## config.mk

```make
export PLATFORM = sky130hd
export DESIGN_NAME = seq_det
export DESIGN_NICKNAME = d
export VERILOG_FILES = /design/src/rtl/seq_det_pkg.sv /design/src/rtl/seq_det.sv
export SDC_FILE = /design/constraint.sdc
export NUM_CORES = 1
export LEC_CHECK = 0
export BUFFER_PORTS_ARGS = -buffer_cell sky130_fd_sc_hd__buf_2
export CORE_UTILIZATION = 55
export DETAILED_ROUTE_END_ITERATION = 10
export PLACE_DENSITY = 0.78
export SLEW_MARGIN = 15
export SYNTH_ARGS = -nofsm -noshare
export SYNTH_HDL_FRONTEND = slang
export SYNTH_SLANG_ARGS = --single-unit
export TNS_END_PERCENT = 20
```

## constraint.sdc

```tcl
create_clock -name clk -period 4.5 [get_ports clk]
set_input_delay 0 -clock clk [delete_from_list [all_inputs] [get_ports clk]]
set_output_delay 0 -clock clk [all_outputs]
set_load 0.02 [all_outputs]
```

## src/rtl/seq_det_pkg.sv

```systemverilog
// Shared sequence definitions used by the serial
// sequence generator and the sequence detector.
package seq_det_pkg;

  localparam int PAT_W = 5;

  localparam logic [PAT_W-1:0] SEQ_PATTERN = 5'b10110;

  // Each state encodes the length of the matched prefix
  typedef enum logic [2:0] {
    IDLE  = 3'd0,
    S1    = 3'd1,
    S10   = 3'd2,
    S101  = 3'd3,
    S1011 = 3'd4,
    HIT   = 3'd5
  } seq_state_t;

  // Longest pattern prefix that is a suffix of
  // (matched prefix of cur) followed by b.
  function automatic seq_state_t seq_next(
    input logic [PAT_W-1:0] pat,
    input seq_state_t       cur,
    input logic             b
  );
    logic [PAT_W-1:0] win;
    logic [PAT_W-1:0] sh;
    logic             ok;
    int               len;
    seq_state_t       nxt;
    len    = int'(cur);
    win    = '0;
    win[0] = b;
    for (int j = 1; j < PAT_W; j++) begin
      if (j <= len) begin
        sh     = pat >> (PAT_W - 1 - len + j);
        win[j] = sh[0];
      end
    end
    nxt = IDLE;
    for (int k = 1; k <= PAT_W; k++) begin
      ok = (k <= len + 1);
      for (int j = 0; j < PAT_W; j++) begin
        if (j < k) begin
          sh = pat >> (PAT_W - k + j);
          if (win[j] != sh[0]) ok = 1'b0;
        end
      end
      if (ok) nxt = seq_state_t'(3'(k));
    end
    return nxt;
  endfunction

endpackage

```

## src/rtl/seq_det.sv

```systemverilog
// Serial pattern detector with overlapping match
// support, saturating hit counter and bit history.
import seq_det_pkg::*;

module seq_det #(
  parameter logic [4:0] PATTERN = SEQ_PATTERN,
  parameter int         CNT_W   = 8
) (
  input  logic             clk,
  input  logic             rst,
  input  logic             din,
  input  logic             din_valid,
  input  logic             cnt_clr,
  output logic             detect,
  output logic [CNT_W-1:0] hit_cnt,
  output logic [4:0]       Led
);

  localparam logic [CNT_W-1:0] CNT_MAX = '1;

  seq_state_t       r_state;
  seq_state_t       w_next;
  logic             w_hit;
  logic             r_detect;
  logic [CNT_W-1:0] r_cnt;
  logic [4:0]       r_led;

  always_ff @(posedge clk) begin
    if (rst) r_state <= IDLE;
    else     r_state <= w_next;
  end

  always_comb begin
    w_next = r_state;
    w_hit  = 1'b0;
    if (din_valid) begin
      w_next = seq_next(PATTERN, r_state, din);
      w_hit  = (w_next == HIT);
    end
  end

  // Pulse only on the consuming edge, not while parked in HIT
  always_ff @(posedge clk) begin
    if (rst) r_detect <= 1'b0;
    else     r_detect <= w_hit;
  end

  always_ff @(posedge clk) begin
    if (rst)
      r_cnt <= '0;
    else if (cnt_clr)
      r_cnt <= '0;
    else if (w_hit && (r_cnt != CNT_MAX))
      r_cnt <= r_cnt + 1'b1;
  end

  always_ff @(posedge clk) begin
    if (rst)
      r_led <= 5'b00000;
    else if (din_valid)
      r_led <= {r_led[3:0], din};
  end

  assign detect  = r_detect;
  assign hit_cnt = r_cnt;
  assign Led     = r_led;

endmodule

```

== Word level (Yosys, flattened, before mapping) ==
Cells that the tools add are included.

* Flip-flop bits (word level): 17
* Bits of input ports: 5
* Output and inout bits: 14
* Word-level logic and storage cells: 63

* $add $sub $neg: 7
* Magnitude comparators: 9
* Eq/ne operators: 2
* Shifts and indexed selects: 4
* Muxes and demuxes: 35
* Reduce and logical (&&, ||, !) cells: 2

{| class="wikitable"
|+ Operators by type and width
! kind !! number
|-
| 5-bit by 32-bit right shift with 1-bit output, first input constant || 4
|-
| 3-bit by 32-bit less-or-equal comparator with 1-bit output, first input constant || 2
|-
| 2-bit by 32-bit less-or-equal comparator with 1-bit output, first input constant || 1
|-
| 4-bit by 32-bit less-or-equal comparator with 1-bit output, first input constant || 1
|-
| 1-bit two-way mux || 30
|-
| 3-bit two-way mux || 5
|-
| 4-bit by 3-bit adder with 5-bit output, second input constant || 2
|-
| 8-bit by 1-bit adder with 8-bit output, second input constant || 1
|-
| 8-bit inequality test, second input constant || 1
|-
| 2-bit by 3-bit less-or-equal comparator with 1-bit output, first input constant || 2
|-
| 4-bit by 2-bit adder with 5-bit output, second input constant || 1
|-
| 4-bit by 4-bit adder with 5-bit output, second input constant || 1
|-
| 3-bit by 1-bit adder with 4-bit output, second input constant || 1
|-
| 3-bit by 4-bit less-or-equal comparator with 1-bit output, first input constant || 1
|-
| 3-bit by 3-bit subtractor with 4-bit output, first input constant || 1
|-
| 3-bit == test, second input constant || 1
|-
| 1-bit by 3-bit less-or-equal comparator with 1-bit output, first input constant || 1
|-
| 3-bit less-or-equal comparator, first input constant || 1
|-
| 2-bit OR reduction || 1
|-
| 1-bit logical AND || 1
|}

== Logic depth before layout (Yosys ltp) ==
Gate-level depths: netlist of run 1.

* Depth in word-level cells: 15
* Depth in mapped cells: 13

== Worst setup path after synthesis of run 1 ==
No wires, ideal clock.

* Kind: reg-to-reg
* Start point: reg r_state[0]
* End point: reg r_cnt[5], in the netlist hit_cnt[5]
* Library setup time: 0.131 ns
* Arrival time: 3.008 ns
* Data required time: 4.369 ns
* Slack: 1.361 ns
* Cell stages (with the launch flop): 13
* Path buffers: 2
* Period minus slack after synthesis: 3.139 ns
* Path through: dfxtp_1 -> buf_2 -> inv_1 -> ha_1 -> ha_1 -> ha_1 -> nor2b_1 -> o221a_2 -> o221ai_1 -> a2111o_1 -> buf_6 -> o311ai_1 -> o41ai_1

* Word-level cells in the longest chain between the ends: 15
* Elaborated cells on any way between the ends: 56
* Those cells by class: add/sub (6); order compare (9); eq/ne (1); shift (4); mux (35); reduce/logical (1)

{| class="wikitable"
|+ RTL lines
! element !! RTL line !! RTL
|-
| start, declared || seq_det.sv:21 || <nowiki>seq_state_t r_state;</nowiki>
|-
| start signal, assigned || seq_det.sv:30 || <nowiki>else r_state <= w_next;</nowiki>
|-
| 3-bit by 3-bit subtractor with 4-bit output || seq_det_pkg.sv:36 || <nowiki>sh = pat >> (PAT_W - 1 - len + j);</nowiki>
|-
| 4-bit by 2-bit adder with 5-bit output || seq_det_pkg.sv:36 ||
|-
| 5-bit by 32-bit right shift with 1-bit output || seq_det_pkg.sv:36 ||
|-
| 1-bit two-way mux || seq_det_pkg.sv:35 || <nowiki>if (j <= len) begin</nowiki>
|-
| 1-bit two-way mux || seq_det.sv:36 || <nowiki>if (din_valid) begin</nowiki>
|-
| 1-bit two-way mux || seq_det_pkg.sv:46 || <nowiki>if (win[j] != sh[0]) ok = 1'b0;</nowiki>
|-
| 1-bit two-way mux, on equally long branches || seq_det.sv:36, seq_det_pkg.sv:46 ||
|-
| 3-bit two-way mux, or another cell as far along (2 in a row) || seq_det_pkg.sv:49 || <nowiki>if (ok) nxt = seq_state_t'(3'(k));</nowiki>
|-
| 3-bit two-way mux or 1-bit two-way mux (tied branches) || seq_det_pkg.sv:49, seq_det.sv:36 ||
|-
| 3-bit two-way mux (*) || seq_det_pkg.sv:49 ||
|-
| 3-bit two-way mux (*) || seq_det.sv:36 ||
|-
| 3-bit == test (*) || seq_det.sv:38 || <nowiki>w_hit = (w_next == HIT);</nowiki>
|-
| 1-bit two-way mux (*) || seq_det.sv:36 ||
|-
| 1-bit logical AND (*) || seq_det.sv:53 || <nowiki>else if (w_hit && (r_cnt != CNT_MAX))</nowiki>
|-
| end signal, assigned || seq_det.sv:54 || <nowiki>r_cnt <= r_cnt + 1'b1;</nowiki>
|-
| end, declared || seq_det.sv:25 || <nowiki>logic [CNT_W-1:0] r_cnt;</nowiki>
|}

Every way passes the cells marked *; elsewhere a longest branch is shown, timed or not. The select of a mux whose other input is x is not followed.
A chain may end at the register's enable or synchronous reset.

== Worst setup path in the final report of run 1 ==
* Start point: reg r_state[0]
* End point: reg r_cnt[3], in the netlist hit_cnt[3]

Same word-level chain as after synthesis.

==> key figures, run 1 <==
Floorplan
  • I/O pin count: 19
  • Die height: 50.2 um
  • Die Footprint: 2520 um^2
  • CORE AREA: 2190 um^2
  • Starting Density: 58.3%
  • Num rows: 17
  • Die W: 50.2 um

Route
  • Vias per Instance: 6.15
  • Met3 WL: 48 um
  • Post-DRT Antenna Nets: 0
  • Top sig layer: met4
  • WL met1: 1340 um
  • Via Count: 1193
  • DRT Wirelength: 2730 um
  • DRC Markers: 0
  • Drt wl/cell: 14.1 um
  • TritonRoute pass-1 iters: 4
  • Met2 WL post-DR: 1310 um
  • Initial drt markers: 21

Final layout
  • Antenna Cells: 0
  • Most frequent cells in the layout: buf_2 (18), dfxtp_1 (17), nor2_1 (13)
  • Layout Cells excl Fill: 194
  • Most common cell after layout, fill and taps aside: buf_2
  • Nets: 183
  • Layout cells sized above 1: 17.5%
  • Filler instances: 201
  • Area Growth Syn to Fin: 9.01%

Synthesis
  • Sequential area share after synthesis: 26.6%
  • Ys async rst share: 0%
  • Post-synth EDFFs: 0
  • Post-synthesis cell area: 1280 um^2
  • Synth Instances: 151
  • #FFs+latches synth: 17
  • Synth Area per Inst: 8.46 um^2
  • Most used DFF post-synth: dfxtp_1
  • Synth warn: 0
  • Yosys cell types: 47
  • Syn_nets: 167

Pwr
  • Switch share: 27.6%
  • Comb power frac: 17.5%
  • Reg power frac: 54.6%
  • Clock Power Share: 27.9%
  • PD cells: 205 nW/um^2
  • P_leak: 0.575 nW
  • Power Internal: 0.206 mW
  • Peak supply drop: 0.000208 V
  • P_sw: 0.0786 mW

Hold path
  • Hold WC Path Type: input pin to register
  • Worst Hold Endpoint: Led[1]
  • Hold depth: 2
  • Min-delay src: rst

GRT
  • Vias in the first global route: 1065
  • Initial antenna violation count: 0
  • Maximum number of pins on one net before global-route repair: 18
  • Global-route wire length before repair: 4570 um
  • GR Overflow Total: 0
  • Total GRT Usage: 23.3%

Worst setup path
  • Crit path arrival time: 3.82 ns
  • CP Capture Type: register
  • Startpoint types: register
  • Worst R2R Start: r_state[0]
  • Register-to-Register Path Depth: 10
  • Worst reg2reg setup slack: 0.85 ns
  • Req. time, crit path: 4.67 ns
  • Reg2reg end: hit_cnt[3]
  • Critical path class: register to register
  • Crit-path max FO: 17

CTS
  • Total setup buffers inserted after CTS: 0
  • Clock sink count: 17
  • CTS buffer count: 3
  • Resized Gates After CTS: 0
  • Post-CTS Hold Fix Bufs: 0
  • Longest Clk Path Bufs: 2
  • Clk_lat worst skew: 0.29 ns
  • Clk root buf: clkbuf_4
  • Worst-path clk slew: 0.10 ns
  • CTS tree: built
  • H-tree levels: 1

Placement
  • Port Buffers: 18
  • Placed Instances: 190
  • Post-DP HPWL: 2000 um
  • Placer congestion estimate: 0.899

STA
  • Period utilization: 81.1%
  • Worst rel slew slack: 64.0%
  • Final Skew: 0.00200 ns
  • Fin. max-slew vios: 0
  • Final Hold Vio Count: 0
  • Final setup fails: 0
  • Hold_ws: 0.0402 ns
  • Setup_tns: 0 ns
  • RSZ-0062 raised after global routing: no
  • F_max: 0.274 GHz
  • Min cycle time layout: 3.65 ns
  • Least-Margin Pin Slew: 0.539 ns

Run
  • Max cap viols: 0

Run status
  • Status: finished clean
-- critical path, stage by stage, from the launching register on --
cell      delay (ns)
dfxtp_1         0.66
inv_1           0.19
ha_1            0.29
ha_1            0.43
ha_1            0.29
nor2b_1         0.17
o221a_2         0.21
o221ai_1        0.20
a2111o_1        0.54
o311ai_0        0.42
o41ai_1         0.13
-- how the worst max path moves through the flow --
| stage | start | cells past startpoint | slack (ns) | endpoint |
|---|---|---|---|---|
| finish | r_state[0] | 10 | 0.85 | hit_cnt[3] |
| global route | r_state[0] | 10 | 0.51 | hit_cnt[3] |
| CTS | r_state[0] | 10 | 0.88 | hit_cnt[3] |
| detailed placement | r_state[0] | 10 | 0.90 | hit_cnt[3] |
| global placement | r_state[0] | 10 | 1.04 | hit_cnt[3] |
| floorplan | r_state[0] | 12 | 1.36 | hit_cnt[5] |
-- stage by stage --
stage                     setup WS (ns)  power, mW  cell area [um^2]  util (%)
after floorplan                    1.36      0.196              1280         -
after global placement             1.04      0.206              1370      62.3
after detailed placement          0.896      0.208              1370      62.3
after CTS                         0.880      0.287              1390      63.6
after global routing              0.506      0.299              1390      63.6
final                             0.850      0.285              1390      63.6
-- per-layer routing --
| metal | up-vias | track usage (%) |
|---|---|---|
| li1 | 606 | - |
| met1 | 561 | 31.2 |
| met2 | 21 | 38.4 |
| met3 | 5 | 0.909 |
| met4 | 0 | 10.5 |
| met5 | - | 0 |
-- kinds of logic (layout without fill, tap and decap cells) --
family / count (synthesis) / after routing / synth area share [%]
buffers and inverters: 16 / 31 / 5.58
AND/OR/NAND/NOR: 55 / 55 / 23.2
flip-flops: 17 / 17 / 26.6
AO/OA/AOI/OAI: 40 / 40 / 24.7
adder cells (fa/ha/maj): 11 / 11 / 10.8
XOR/XNOR: 4 / 4 / 2.74
multiplexers: 8 / 8 / 6.37
-- Yosys cell counts, types with 2 or more instances --
master,instances,share of area (%)
dfxtp_1,17,27
nor2_1,13,3.8
ha_1,11,11
inv_1,9,2.6
or3_1,9,4.4
a21oi_1,7,2.7
mux2i_1,7,5.5
nand2_1,6,1.8
nand3_1,6,2.4
o41ai_1,5,3.4
nand2b_1,4,2.0
nor3_1,4,1.6
buf_2,3,1.2
clkbuf_1,3,0.88
o21a_1,3,1.8
o21ai_0,3,1.2
o311ai_1,3,2.1
xnor2_1,3,2.1
a221oi_1,2,1.4
and2_1,2,0.98
and3_1,2,0.98
nand4_1,2,0.98
o211ai_1,2,1.2
o311ai_0,2,1.4
-- power groups by stage --
stage	sequential, mW	clock, mW	combinational (mW)
after floorplan	0.159	0	0.0377
after global placement	0.159	0	0.0476
after detailed placement	0.159	0	0.0488
after CTS	0.156	0.0824	0.0492
after global routing	0.156	0.0884	0.0546
final	0.156	0.0795	0.0498
-- flip-flops by register name, summed over array words and instances (netlist names) --
signal	count
r_state	3
Led	5
hit_cnt	8
detect	1
-- area by class of cell --
class	count	area [um^2]	area share (%)
clock buffer	3	22.5	1.62
clock inverter	1	5.00	0.359
inverter	9	33.8	2.43
multi-input combinational	118	866	62.2
sequential	17	340	24.4
tap	28	35.0	2.52
timing repair buffer	18	90.1	6.47
No activity file was read; power rests on OpenSTA's default activity.
==> run 2: changes to the inputs <==
clock period = 3.7 ns   (was 4.5 ns; I/O delays follow)
==> run 2 against run 1 <==
Clock-buffer cell count did not move. Utilization rose by 0.34 points. Die area did not move. Register-to-register slack got worse by 0.62 ns. Cell count rose by 0.52%. Global-route usage rose by 0.96 points. Design area rose by 0.54%. Setup slack got worse by 0.62 ns. Routed wire length rose by 4.0%. Sequential share of layout area fell by 0.13 points. Flip-flop and latch count did not move. Largest power group unchanged.
==> key figures, run 2 (synthesis gave the netlist of run 1 again) <==
STA
  • Period utilization: 93.7% (was 81.1%)
  • RSZ-0062 raised after global routing: no (unchanged)
  • Final setup fails: 0 (unchanged)
  • Hold_ws: 0.0238 ns (was 0.0402 ns)
  • Least-Margin Pin Slew: 0.520 ns (was 0.539 ns)
  • Setup_tns: 0 ns (unchanged)
  • Final Skew: 0.00986 ns (was 0.00200 ns)
  • Worst rel slew slack: 65.3% (was 64.0%)
  • Final Hold Vio Count: 0 (unchanged)
  • Fin. max-slew vios: 0 (unchanged)
  • F_max: 0.288 GHz (was 0.274 GHz)
  • Min cycle time layout: 3.47 ns (was 3.65 ns)

Floorplan
  • Num rows: 17 (unchanged)
  • Starting Density: 58.3% (unchanged)
  • CORE AREA: 2190 um^2 (unchanged)
  • Die W: 50.2 um (unchanged)
  • I/O pin count: 19 (unchanged)
  • Die Footprint: 2520 um^2 (unchanged)
  • Die height: 50.2 um (unchanged)

CTS
  • Total setup buffers inserted after CTS: 0 (unchanged)
  • Resized Gates After CTS: 0 (unchanged)
  • Post-CTS Hold Fix Bufs: 0 (unchanged)
  • H-tree levels: 1 (unchanged)
  • Clk_lat worst skew: 0.30 ns (was 0.29 ns)
  • Clock sink count: 17 (unchanged)
  • Clk root buf: clkbuf_4 (unchanged)
  • Longest Clk Path Bufs: 2 (unchanged)
  • CTS buffer count: 3 (unchanged)
  • CTS tree: built (unchanged)
  • Worst-path clk slew: 0.11 ns (was 0.10 ns)

Worst setup path
  • Startpoint types: register (unchanged)
  • Critical path class: register to register (unchanged)
  • CP delay by family, top: compound AO/OA/AOI/OAI gates (unchanged)
  • Crit-path max FO: 15 (was 17)
  • Max incr delay on CP: 0.54 ns (was 0.66 ns)
  • CP Capture Type: register (unchanged)
  • Req. time, crit path: 3.88 ns (was 4.67 ns)
  • Most used cell, CP: ha_1 (unchanged)
  • CP max-delay cell: a2111o_1 (was dfxtp_1)
  • Critical Path, Cell by Cell: inv_1 > ha_1 > ha_1 > ha_1 > nor2b_1 > o221a_2 > o221ai_1 > a2111o_1 > o311ai_0 > o41ai_1 (unchanged)
  • Crit path arrival time: 3.65 ns (was 3.82 ns)
  • Worst Path Buf+Inv: 1 (unchanged)

Final layout
  • Antenna Cells: 0 (unchanged)
  • Most frequent cells in the layout: buf_2 (18), dfxtp_1 (17), nor2_1 (13) (unchanged)
  • Layout cells sized above 1: 18.0% (was 17.5%)
  • Most common cell after layout, fill and taps aside: buf_2 (unchanged)
  • Area Growth Syn to Fin: 9.60% (was 9.01%)
  • Max reg flops: 8 (unchanged)
  • Nets: 184 (was 183)

GRT
  • Maximum number of pins on one net before global-route repair: 17 (was 18)
  • Initial antenna violation count: 0 (unchanged)
  • Global-route wire length before repair: 4730 um (was 4570 um)
  • Vias in the first global route: 1097 (was 1065)
  • Total GRT Usage: 24.2% (was 23.3%)
  • GR Overflow Total: 0 (unchanged)

Route
  • Initial drt markers: 23 (was 21)
  • Post-DRT Antenna Nets: 0 (unchanged)
  • DRC Markers: 0 (unchanged)
  • Via Count: 1228 (was 1193)
  • Drt wl/cell: 14.6 um (was 14.1 um)
  • Vias per Instance: 6.30 (was 6.15)
  • TritonRoute pass-1 iters: 4 (unchanged)
  • DRT Wirelength: 2840 um (was 2730 um)

Pwr
  • P_leak: 0.580 nW (was 0.575 nW)
  • Peak supply drop: 0.000249 V (was 0.000208 V)
  • Clock Power Share: 29.4% (was 27.9%)
  • P_sw: 0.104 mW (was 0.0786 mW)
  • Comb power frac: 18.3% (was 17.5%)
  • Switch share: 29.1% (was 27.6%)
  • PD cells: 254 nW/um^2 (was 205 nW/um^2)
  • Reg power frac: 52.4% (was 54.6%)
  • Power Internal: 0.252 mW (was 0.206 mW)

Run
  • Max cap viols: 0 (unchanged)

Placement
  • Post-DP HPWL: 2100 um (was 2000 um)
  • Placer congestion estimate: 0.884 (was 0.899)
  • Port Buffers: 18 (unchanged)

Hold path
  • Hold WC Path Type: input pin to register (unchanged)

Run status
  • Status: finished clean (unchanged)
[run 2: cell types whose count changed in the layout (fill, tap and decap cells not counted), sizes merged]
cell / before / now
buf: 18 / 19
[run 2: path summary, 6_finish.rpt]
| check | from | endpoint | slack (ns) | cells past startpoint |
|---|---|---|---|---|
| hold reg to reg | hit_cnt[6] | hit_cnt[6] | 0.50 | 2 |
| hold / removal | rst | Led[3] | 0.02 | 2 |
| setup reg to reg | r_state[1] | hit_cnt[3] | 0.23 | 10 |
| setup / recovery | r_state[1] | hit_cnt[3] | 0.23 | 10 |
[run 2: metrics by stage]
step                      std cells  total power [mW]  worst slack, ns  instance area (um^2)  utilization, %
after floorplan                 151             0.239            0.561                  1280               -
after global placement          191             0.252            0.464                  1370            62.6
after detailed placement        191             0.255            0.254                  1370            62.6
after CTS                       195             0.356            0.254                  1400            63.9
after global routing            195             0.371          0.00912                  1400            63.9
final                           195             0.356            0.233                  1400            63.9
[run 2: area by class of cell]
class | count | area [um^2]
multi-input combinational | 118 | 866
fill | 207 | 791
sequential | 17 | 340
timing repair buffer | 19 | 97.6
tap | 28 | 35.0
inverter | 9 | 33.8
clock buffer | 3 | 22.5
clock inverter | 1 | 5.00
[run 2: per-layer routing]
layer	global-route usage [%]	routed length (um)	vias to the layer above
met2	42.2	1400	41
met1	29.7	1270	576
met5	0	0	-
li1	-	-	607
met3	2.73	138	4
met4	10.5	32	0
[run 2: power groups by stage]
| stage | sequential (mW) | combinational (mW) | clock [mW] |
|---|---|---|---|
| floorplan | 0.193 | 0.0459 | 0 |
| global placement | 0.190 | 0.0616 | 0 |
| detailed placement | 0.191 | 0.0642 | 0 |
| CTS | 0.186 | 0.0646 | 0.105 |
| global route | 0.187 | 0.0715 | 0.112 |
| finish | 0.186 | 0.0650 | 0.104 |
